[config.mk]
export PLATFORM = sky130hd
export DESIGN_NAME = minmax_loader_flat
export DESIGN_NICKNAME = d
export VERILOG_FILES = /design/src/rtl/minmax_loader_if.sv /design/src/rtl/minmax_loader.sv /design/src/flat_wrapper.sv
export SDC_FILE = /design/constraint.sdc
export NUM_CORES = 1
export LEC_CHECK = 0
export CORE_MARGIN = 8
export CORE_UTILIZATION = 45
export CTS_CLUSTER_SIZE = 12
export DETAILED_ROUTE_END_ITERATION = 8
export PLACE_DENSITY = 0.84
export SYNTH_ARGS = -nofsm -noshare
export SYNTH_HDL_FRONTEND = slang
export SYNTH_SLANG_ARGS = --single-unit
[constraint.sdc]
create_clock -name clk -period 2.95 [get_ports clk]
set_input_delay 0.7375 -clock clk [delete_from_list [all_inputs] [get_ports clk]]
set_output_delay 0.7375 -clock clk [all_outputs]
set_load 0.01 [all_outputs]
[src/rtl/minmax_loader_if.sv]
// minmax_loader_if: sample-in, finder-write, finder-result and result-out signals of the min/max loader
interface minmax_loader_if #(parameter int DATA_W = 16);
  logic              InValid;
  logic              InReady;
  logic [DATA_W-1:0] InData;
  logic              WriteEn;
  logic [2:0]        WriteReg;
  logic [DATA_W-1:0] WriteData;
  logic [DATA_W-1:0] Max;
  logic [DATA_W-1:0] Min;
  logic              Valid;
  logic              OutValid;
  logic              OutReady;
  logic [DATA_W-1:0] OutMax;
  logic [DATA_W-1:0] OutMin;
  logic              OutErr;
  logic              Busy;
  modport master (
    input  InValid, InData, Max, Min, Valid, OutReady,
    output InReady, WriteEn, WriteReg, WriteData, OutValid, OutMax, OutMin, OutErr, Busy
  );
  modport slave (
    output InValid, InData, Max, Min, Valid, OutReady,
    input  InReady, WriteEn, WriteReg, WriteData, OutValid, OutMax, OutMin, OutErr, Busy
  );
endinterface

[src/rtl/minmax_loader.sv]
// minmax_loader: loads 8 samples into the min/max finder and returns its result; define MINMAX_LOADER_CHECK_EN for the Mismatch cross-check
module minmax_loader #(
  parameter int DATA_W  = 16,
  parameter int TIMEOUT = 16
) (
  input logic clk,
  input logic reset,
  minmax_loader_if.master bus
`ifdef MINMAX_LOADER_CHECK_EN
  ,
  output logic Mismatch
`endif
);
  localparam int CW = $clog2(TIMEOUT + 1);
  typedef enum logic [1:0] {LOAD, WAIT, DONE} state_t;
  state_t        state;
  logic [2:0]    idx;
  logic [CW-1:0] cnt;
  logic          acc;
  assign acc         = bus.InValid && state == LOAD;
  assign bus.InReady = state == LOAD;
  assign bus.Busy    = state != LOAD || idx != 3'd0;
  always_ff @(posedge clk) begin
    if (reset) begin
      state         <= LOAD;
      idx           <= 3'd0;
      cnt           <= '0;
      bus.WriteEn   <= 1'b0;
      bus.WriteReg  <= 3'd0;
      bus.WriteData <= '0;
      bus.OutValid  <= 1'b0;
      bus.OutMax    <= '0;
      bus.OutMin    <= '0;
      bus.OutErr    <= 1'b0;
    end else begin
      bus.WriteEn <= acc;
      if (acc) begin
        bus.WriteReg  <= idx;
        bus.WriteData <= bus.InData;
        idx           <= idx + 3'd1;
        if (idx == 3'd7) begin
          state <= WAIT;
          cnt   <= '0;
        end
      end
      // cnt == 0 marks the first WAIT cycle, when the finder has not yet seen the last write
      if (state == WAIT) begin
        cnt <= cnt + 1'b1;
        if (cnt != '0 && bus.Valid) begin
          bus.OutMax   <= bus.Max;
          bus.OutMin   <= bus.Min;
          bus.OutErr   <= 1'b0;
          bus.OutValid <= 1'b1;
          state        <= DONE;
        end else if (cnt == CW'(TIMEOUT - 1)) begin
          bus.OutErr   <= 1'b1;
          bus.OutValid <= 1'b1;
          state        <= DONE;
        end
      end
      if (state == DONE && bus.OutReady) begin
        bus.OutValid <= 1'b0;
        bus.OutErr   <= 1'b0;
        state        <= LOAD;
      end
    end
  end
`ifdef MINMAX_LOADER_CHECK_EN
  logic [DATA_W-1:0] rmax, rmin;
  always_ff @(posedge clk) begin
    if (reset) begin
      rmax     <= '0;
      rmin     <= '0;
      Mismatch <= 1'b0;
    end else begin
      if (acc) begin
        rmax <= (idx == 3'd0 || bus.InData > rmax) ? bus.InData : rmax;
        rmin <= (idx == 3'd0 || bus.InData < rmin) ? bus.InData : rmin;
      end
      if (state == WAIT)
        Mismatch <= cnt != '0 && bus.Valid && (bus.Max != rmax || bus.Min != rmin);
      if (state == DONE && bus.OutReady)
        Mismatch <= 1'b0;
    end
  end
`endif
endmodule

[src/flat_wrapper.sv]
// flat-port wrapper written by rule: the top's interface ports become plain ports
module minmax_loader_flat 
#(
  parameter int DATA_W  = 16,
  parameter int TIMEOUT = 16
)
  (clk, reset, bus_InValid, bus_InData, bus_Max, bus_Min, bus_Valid, bus_OutReady, bus_InReady, bus_WriteEn, bus_WriteReg, bus_WriteData, bus_OutValid, bus_OutMax, bus_OutMin, bus_OutErr, bus_Busy);
  minmax_loader_if #(.DATA_W(DATA_W)) bus_i ();
  input logic clk;
  input logic reset;
  input wire logic [$bits(bus_i.InValid)-1:0] bus_InValid;
  input wire logic [$bits(bus_i.InData)-1:0] bus_InData;
  input wire logic [$bits(bus_i.Max)-1:0] bus_Max;
  input wire logic [$bits(bus_i.Min)-1:0] bus_Min;
  input wire logic [$bits(bus_i.Valid)-1:0] bus_Valid;
  input wire logic [$bits(bus_i.OutReady)-1:0] bus_OutReady;
  output wire logic [$bits(bus_i.InReady)-1:0] bus_InReady;
  output wire logic [$bits(bus_i.WriteEn)-1:0] bus_WriteEn;
  output wire logic [$bits(bus_i.WriteReg)-1:0] bus_WriteReg;
  output wire logic [$bits(bus_i.WriteData)-1:0] bus_WriteData;
  output wire logic [$bits(bus_i.OutValid)-1:0] bus_OutValid;
  output wire logic [$bits(bus_i.OutMax)-1:0] bus_OutMax;
  output wire logic [$bits(bus_i.OutMin)-1:0] bus_OutMin;
  output wire logic [$bits(bus_i.OutErr)-1:0] bus_OutErr;
  output wire logic [$bits(bus_i.Busy)-1:0] bus_Busy;
  assign bus_i.InValid = bus_InValid;
  assign bus_i.InData = bus_InData;
  assign bus_i.Max = bus_Max;
  assign bus_i.Min = bus_Min;
  assign bus_i.Valid = bus_Valid;
  assign bus_i.OutReady = bus_OutReady;
  assign bus_InReady = bus_i.InReady;
  assign bus_WriteEn = bus_i.WriteEn;
  assign bus_WriteReg = bus_i.WriteReg;
  assign bus_WriteData = bus_i.WriteData;
  assign bus_OutValid = bus_i.OutValid;
  assign bus_OutMax = bus_i.OutMax;
  assign bus_OutMin = bus_i.OutMin;
  assign bus_OutErr = bus_i.OutErr;
  assign bus_Busy = bus_i.Busy;
  minmax_loader #(.DATA_W(DATA_W), .TIMEOUT(TIMEOUT)) u_core (.clk(clk), .reset(reset), .bus(bus_i));
endmodule
; ---- Word-level counts from Yosys, hierarchy flattened
; Cells that the tools add are included.
; Widths: inputs -> output; s select.
[totals]
regBits = 64
inputBits = 53
[classes]
eq_ne = 4
n_addsub = 2
reduce_logical = 15
muxes = 11
[op_table]
columns = operator, n
row1 = $mux 5, 3
row2 = $mux 2, 5
row3 = $reduce_bool 2->1, 4
row4 = $reduce_and 2->1, 3
row5 = $add 5x1->5 const B, 1
row6 = $eq 5x4->1 const B, 1
row7 = $reduce_bool 5->1, 1
row8 = $add 3x1->3 const B, 1
row9 = $eq 3x3->1 const B, 1
row10 = $logic_and 1x1->1, 3
row11 = $mux 1, 3
row12 = $reduce_bool 3->1, 1
row13 = $eq 2x1->1 const B, 1
row14 = $eq 2x2->1 const B, 1
row15 = $logic_not 2->1, 1
row16 = $reduce_or 2->1, 1
row17 = $logic_or 1x1->1, 1

; ---- Depth between registers and ports, before layout
; Gate-level depths: netlist of run 1.
[depth]
ltp_word = 6
mapped_depth = 7

; ---- Least setup slack after synthesis of run 1
; Ideal clock, no wire load.
[synth_path]
path_kind = in2reg
start = input reset
end = register u_core.bus.OutMax[15]
slack_ns = 1.149
t_required_ns = 2.878
cell_stages = 6
arrival_ns = 1.729
path_cell_list = clkbuf_1 inv_2 clkbuf_1 clkbuf_1 nand2_1 mux2i_1
[synth_rtl]
columns = item, line
row1 = from (decl), flat_wrapper.sv:10  ; input logic reset;
row2 = to (signal assigned), minmax_loader.sv:50  ; bus.OutMax <= bus.Max;
row3 = to (decl), minmax_loader_if.sv:20  ; output InReady, WriteEn, WriteReg, WriteData, OutValid, OutMax, OutMin, OutErr, Busy

; ---- Worst setup path in the final report of run 1
[layout_path]
start = register u_core.state[1]
end = output bus_Busy
[layout_between]
elab_chain_cells = 2
[layout_lines]
columns = item, line
row1 = from (decl), minmax_loader.sv:16  ; state_t state;
row2 = from (signal assigned), minmax_loader.sv:25  ; state <= LOAD;
row3 = from (signal assigned), minmax_loader.sv:42  ; state <= WAIT;
row4 = from (signal assigned), minmax_loader.sv:54  ; state <= DONE;
row5 = $reduce_bool 2->1, minmax_loader.sv:22  ; assign bus.Busy = state != LOAD || idx != 3'd0;
row6 = $logic_or 1x1->1, minmax_loader.sv:22
row7 = to (decl), flat_wrapper.sv:25  ; output wire logic [$bits(bus_i.Busy)-1:0] bus_Busy;
; Every way passes these cells.

==> flow_summary.toml, run 1 <==
[clock_network]
cts_htree_levels = 3
cts_setup_buffers = 0
cts.clk_slew.worst_paths_ps = 60
post_cts_resized = 0
clock_sinks = 64
clk_latency_ps = 320
cts_root_buf = "clkbuf_8"
numCtsBuffers = 9
tritoncts = "done"
holdBufCountCts = 0
clockBufferDepth = 2

[global_routing]
grt_use_total_pct = 15.3
grt_pass1_wl_um = 10600
gr-total-overflow = 0
grt_max_degree = 39
antenna_found_initial = 0
first_global_vias = 2212

[run]
max_cap_viol_count = 0

[die]
core_sq_um = 5780
start_util_pct = 45.5
die_height_um = 92.5
rows = 28
io_pins = 109
chipWidth_um = 92.5
die_area_sq_um = 8550

[sta]
fin_crit_ps = 2440
finalSetupViolCount = 0
fin_ws_ps = 508
fin_setup_tns_ps = 0
finalCritPeriodShare_pct = 82.8
rsz0062_at_grt = "false"
drv_slew = 0
slew_headroom_pct = 61.7
hold_viol = 0
worst_clock_skew_ps = 7.52
worstMarginPinSlew_ps = 575
fmax_ghz = 0.410

[placed_design]
io_buffers = 108
post-dp-hpwl_um = 4820
routabilityCongestion = 0.779
pre_cts_ws_ps = 613

[worst_setup_path]
cp.arrival_ps = 1700
crit_required_ps = 2210
worstPathMaxFanout = 10
critPathKind = "reg2out"
critPathCaptureType = "primary output"
cp-start-kind = "flop"

[layout]
multiInputGateArea_sq_um = 1210
register_area_sq_um = 1280
drive_above_1_share_pct = 5.54
nNetsFinal = 435
fin_util_pct = 67.3
final_cell_mix = "clkdlybuf4s50_1 (108), nand2_1 (66), dfxtp_1 (64)"
n_antenna_cell = 0
final_common_cell = "clkdlybuf4s50_1"
synthToLayoutAreaGrowth_pct = 47.9
fill_cells = 475

[worst_hold_path]
worstHoldPathType = "reg2reg"

[synthesis]
seq_area_frac_synth_pct = 48.7
syn_area_sq_um = 2630
synth_seq_cells = 64
syn_inst = 272
ys_warn_count = 0
ys_types = 36
syn-num-nets = 331
syn_area_per_cell_sq_um = 9.67

[detailed_routing]
drtAntennaViolNets = 0
drt_iter0_drc = 74
wirelength_um = 6490
post_drt_via_cell_ratio = 4.78
drt-pass1-iter-count = 5
drc = 0
vias = 2169
wl_per_cell_um = 14.3

[pwr]
finalPower_mw = 1.76
peakVddDrop_mv = 0.289
power.density_nw_per_um2 = 452
p_leak_nw = 1.49

[outcome]
status = "complete, no violations"
per-layer routing:
layer	routed length, um	up-vias	global-route usage (%)
li1	-	1105	-
met1	2670	974	16.5
met2	2850	83	23.3
met3	916	7	10.0
met4	61	0	6.04
met5	0	-	0
layout make-up:
type / count / area share (%)
inverters: 6 / 0.579
multi-input cells: 184 / 31.0
repair buffers: 111 / 28.7
clock buffers: 14 / 4.44
flip-flops and latches: 64 / 32.9
well taps: 75 / 2.41
sequential cells by signal, summed over array words and instances (netlist names):
register              count
u_core.bus.OutMax        16
u_core.bus.OutMin        16
u_core.bus.WriteData     16
u_core.cnt                5
u_core.bus.WriteReg       3
u_core.idx                3
u_core.state              2
u_core.bus.OutErr         1
u_core.bus.OutValid       1
u_core.bus.WriteEn        1
metrics by stage:
stage          cell area, sq um  hold slack [ps]  cells
6_report                   3890              452    454
5_1_grt                    3890              476    454
4_1_cts                    3890              456    454
3_5_place_dp               3720              446    440
3_3_place_gp               3720              441    440
2_1_floorplan              2630              455    272
report_power, final:
| group | internal, mW | switching [mW] | total [mW] | leakage [nW] |
|---|---|---|---|---|
| clock | 0.366 | 0.304 | 0.670 | 0.0886 |
| sequential | 0.882 | 0.0115 | 0.894 | 0.519 |
| combinational | 0.120 | 0.0734 | 0.193 | 0.885 |
| total | 1.37 | 0.389 | 1.76 | 1.49 |
critical path, cell delays in order, from the launching register on:
cell,delay (ps)
dfxtp_1,530
nor2_1,160
nand3b_1,140
clkdlybuf4s50_1,550
cells by family (layout without fill, tap and decap cells):
| kind of cell | count (synthesis) | in the layout | synth area share (%) |
|---|---|---|---|
| adder cells (fa/ha/maj) | 6 | 6 | 2.85 |
| flip-flops | 64 | 64 | 48.7 |
| AND/OR/NAND/NOR | 109 | 109 | 18.3 |
| XOR/XNOR | 1 | 1 | 0.333 |
| buffers and inverters | 24 | 131 | 5.71 |
| multiplexers | 54 | 54 | 20.6 |
| AO/OA/AOI/OAI | 14 | 14 | 3.57 |
cell usage after synthesis:
cell,n,area [sq um]
nand2_1,66,248
dfxtp_1,64,1280
mux2i_1,53,531
nor2_1,26,97.6
clkbuf_1,11,41.3
ha_1,6,75.1
inv_1,5,18.8
a21oi_1,3,15.0
buf_12,3,60.1
buf_2,3,15.0
a211oi_1,2,15.0
and2_1,2,12.5
nor2b_1,2,12.5
nor3b_1,2,15.0
o21ai_1,2,10.0
o2bb2ai_1,2,17.5
a211o_1,1,8.76
a22o_1,1,8.76
a31oi_1,1,6.26
and2_0,1,6.26
and3_1,1,6.26
and3_4,1,11.3
and4_1,1,8.76
buf_6,1,11.3
inv_2,1,3.75
mux2_2,1,11.3
nand3_1,1,5.00
nand3b_1,1,7.51
nor3_1,1,5.00
nor3_2,1,10.0
nor3b_2,1,12.5
o21a_1,1,7.51
o21ai_0,1,5.00
or3b_1,1,8.76
or4b_4,1,13.8
xnor2_1,1,8.76
path summary, 6_finish.rpt:
kind / from / end / slack, ps / cells past startpoint
worst min-delay path: u_core.bus.OutMin[1] / u_core.bus.OutMin[1] / 450 / 2
worst max-delay path: u_core.state[1] / bus_Busy / 510 / 3
worst min register to register: u_core.bus.OutMin[1] / u_core.bus.OutMin[1] / 450 / 2
worst max register to register: u_core.state[0] / u_core.bus.OutMax[1] / 1100 / 3
Note: power is estimated with default switching activity, not from simulation.
==> run 2: changes to the inputs <==
CORE_UTILIZATION = 43   (was 45)
PLACE_DENSITY = 0.8   (was 0.84)
clock period = 2.4 ns   (was 2.95 ns; I/O delays follow)
==> flow_summary.toml, run 2 (synthesis gave the netlist of run 1 again) <==
[global_routing]
first_global_vias = 2224
grt_use_total_pct = 14.9
antenna_found_initial = 0
gr-total-overflow = 0
grt_max_degree = 32
grt_pass1_wl_um = 10600

[worst_setup_path]
worstPathMaxFanout = 10
cp.arrival_ps = 1700
critPathCaptureType = "primary output"
cp-start-kind = "flop"
critPathKind = "reg2out"
crit_required_ps = 1800

[clock_network]
cts_htree_levels = 3
cts_root_buf = "clkbuf_8"
clk_latency_ps = 320
holdBufCountCts = 0
post_cts_resized = 0
clock_sinks = 64
cts.clk_slew.worst_paths_ps = 70
numCtsBuffers = 9
clockBufferDepth = 2
tritoncts = "done"
cts_setup_buffers = 0

[die]
die_height_um = 94.2
chipWidth_um = 94.2
core_sq_um = 5920
die_area_sq_um = 8880
rows = 28
io_pins = 109
start_util_pct = 44.4

[layout]
final_cells = 459
synthToLayoutAreaGrowth_pct = 49.7
n_antenna_cell = 0
stdcell_area_sq_um = 3940
final_cell_mix = "clkdlybuf4s50_1 (108), nand2_1 (66), dfxtp_1 (64)"
final_common_cell = "clkdlybuf4s50_1"
reg.largest.list = "u_core.bus.OutMax: 16 flops, u_core.bus.OutMin: 16 flops, u_core.bus.WriteData: 16 flops"
nNetsFinal = 438
drive_above_1_share_pct = 7.03
fin_util_pct = 66.5

[pwr]
p_seq_share_pct = 50.2
comb_power_share_pct = 11.1
peakVddDrop_mv = 0.397
p_sw_mw = 0.498
power.density_nw_per_um2 = 555
finalPower_mw = 2.19
swShare_pct = 22.8
intPower_mw = 1.69
p_leak_nw = 1.52
pwr-share-clk_pct = 38.7

[detailed_routing]
wl_per_cell_um = 14.4
wirelength_um = 6590
drt_iter0_drc = 52
drtAntennaViolNets = 0
post_drt_via_cell_ratio = 4.73
drt-pass1-iter-count = 4
vias = 2173
drc = 0

[sta]
drv_slew = 0
slew_headroom_pct = 76.1
hold_viol = 0
finalCritPeriodShare_pct = 96.0
finalSetupViolCount = 0
worstMarginPinSlew_ps = 359
fin_ws_ps = 95.8
worst_clock_skew_ps = 8.33
rsz0062_at_grt = "false"
fmax_ghz = 0.434
fin_crit_ps = 2300
fin_setup_tns_ps = 0
hold_slack_ps = 457

[placed_design]
routabilityCongestion = 0.743
pre_cts_ws_ps = 390
io_buffers = 108
place_inst = 443
dpl_cell_area_sq_um = 3750
post-dp-hpwl_um = 4890

[run]
max_cap_viol_count = 0

[worst_hold_path]
worstHoldPathType = "reg2reg"

[outcome]
status = "complete, no violations"
[run 2: cell types whose count changed in the layout (fill, tap and decap cells not counted)]
cell,before,now
buf_12,1,2
clkinv_2,0,3
clkbuf_1,2,1
buf_4,2,4
[run 2: final timing paths]
path / start / end / slack, ps / cells past startpoint
hold / removal: u_core.bus.OutMax[12] / u_core.bus.OutMax[12] / 460 / 2
hold reg to reg: u_core.bus.OutMax[12] / u_core.bus.OutMax[12] / 460 / 2
setup / recovery: u_core.state[1] / bus_Busy / 100 / 3
setup reg to reg: u_core.state[0] / u_core.bus.OutMax[14] / 710 / 4
[run 2: area by class of cell]
type | count | area [sq um]
Multi-Input combinational cell | 184 | 1210
Sequential cell | 64 | 1280
Fill cell | 465 | 1980
Clock buffer | 13 | 169
Timing Repair Buffer | 114 | 1150
Clock inverter | 3 | 15.0
Tap cell | 75 | 93.8
Inverter | 6 | 22.5
[run 2: power by group through the flow]
stage | clock (mW) | combinational (mW) | sequential (mW)
global placement | 0 | 0.238 | 1.12
detailed placement | 0 | 0.242 | 1.12
floorplan | 0 | 0.0827 | 1.13
global route | 0.915 | 0.262 | 1.10
finish | 0.847 | 0.242 | 1.10
CTS | 0.868 | 0.244 | 1.10
[run 2: critical path: stages, from the launching register on]
cell,delay (ps)
dfxtp_1,530
nor2_1,160
nand3b_1,120
clkdlybuf4s50_1,570
[run 2: layer usage]
| layer | share of wire [%] | track usage, % |
|---|---|---|
| met1 | 43 | 17.0 |
| met2 | 39 | 21.7 |
| met3 | 16 | 9.11 |
| met4 | 1.3 | 6.74 |
| met5 | 0 | 0 |
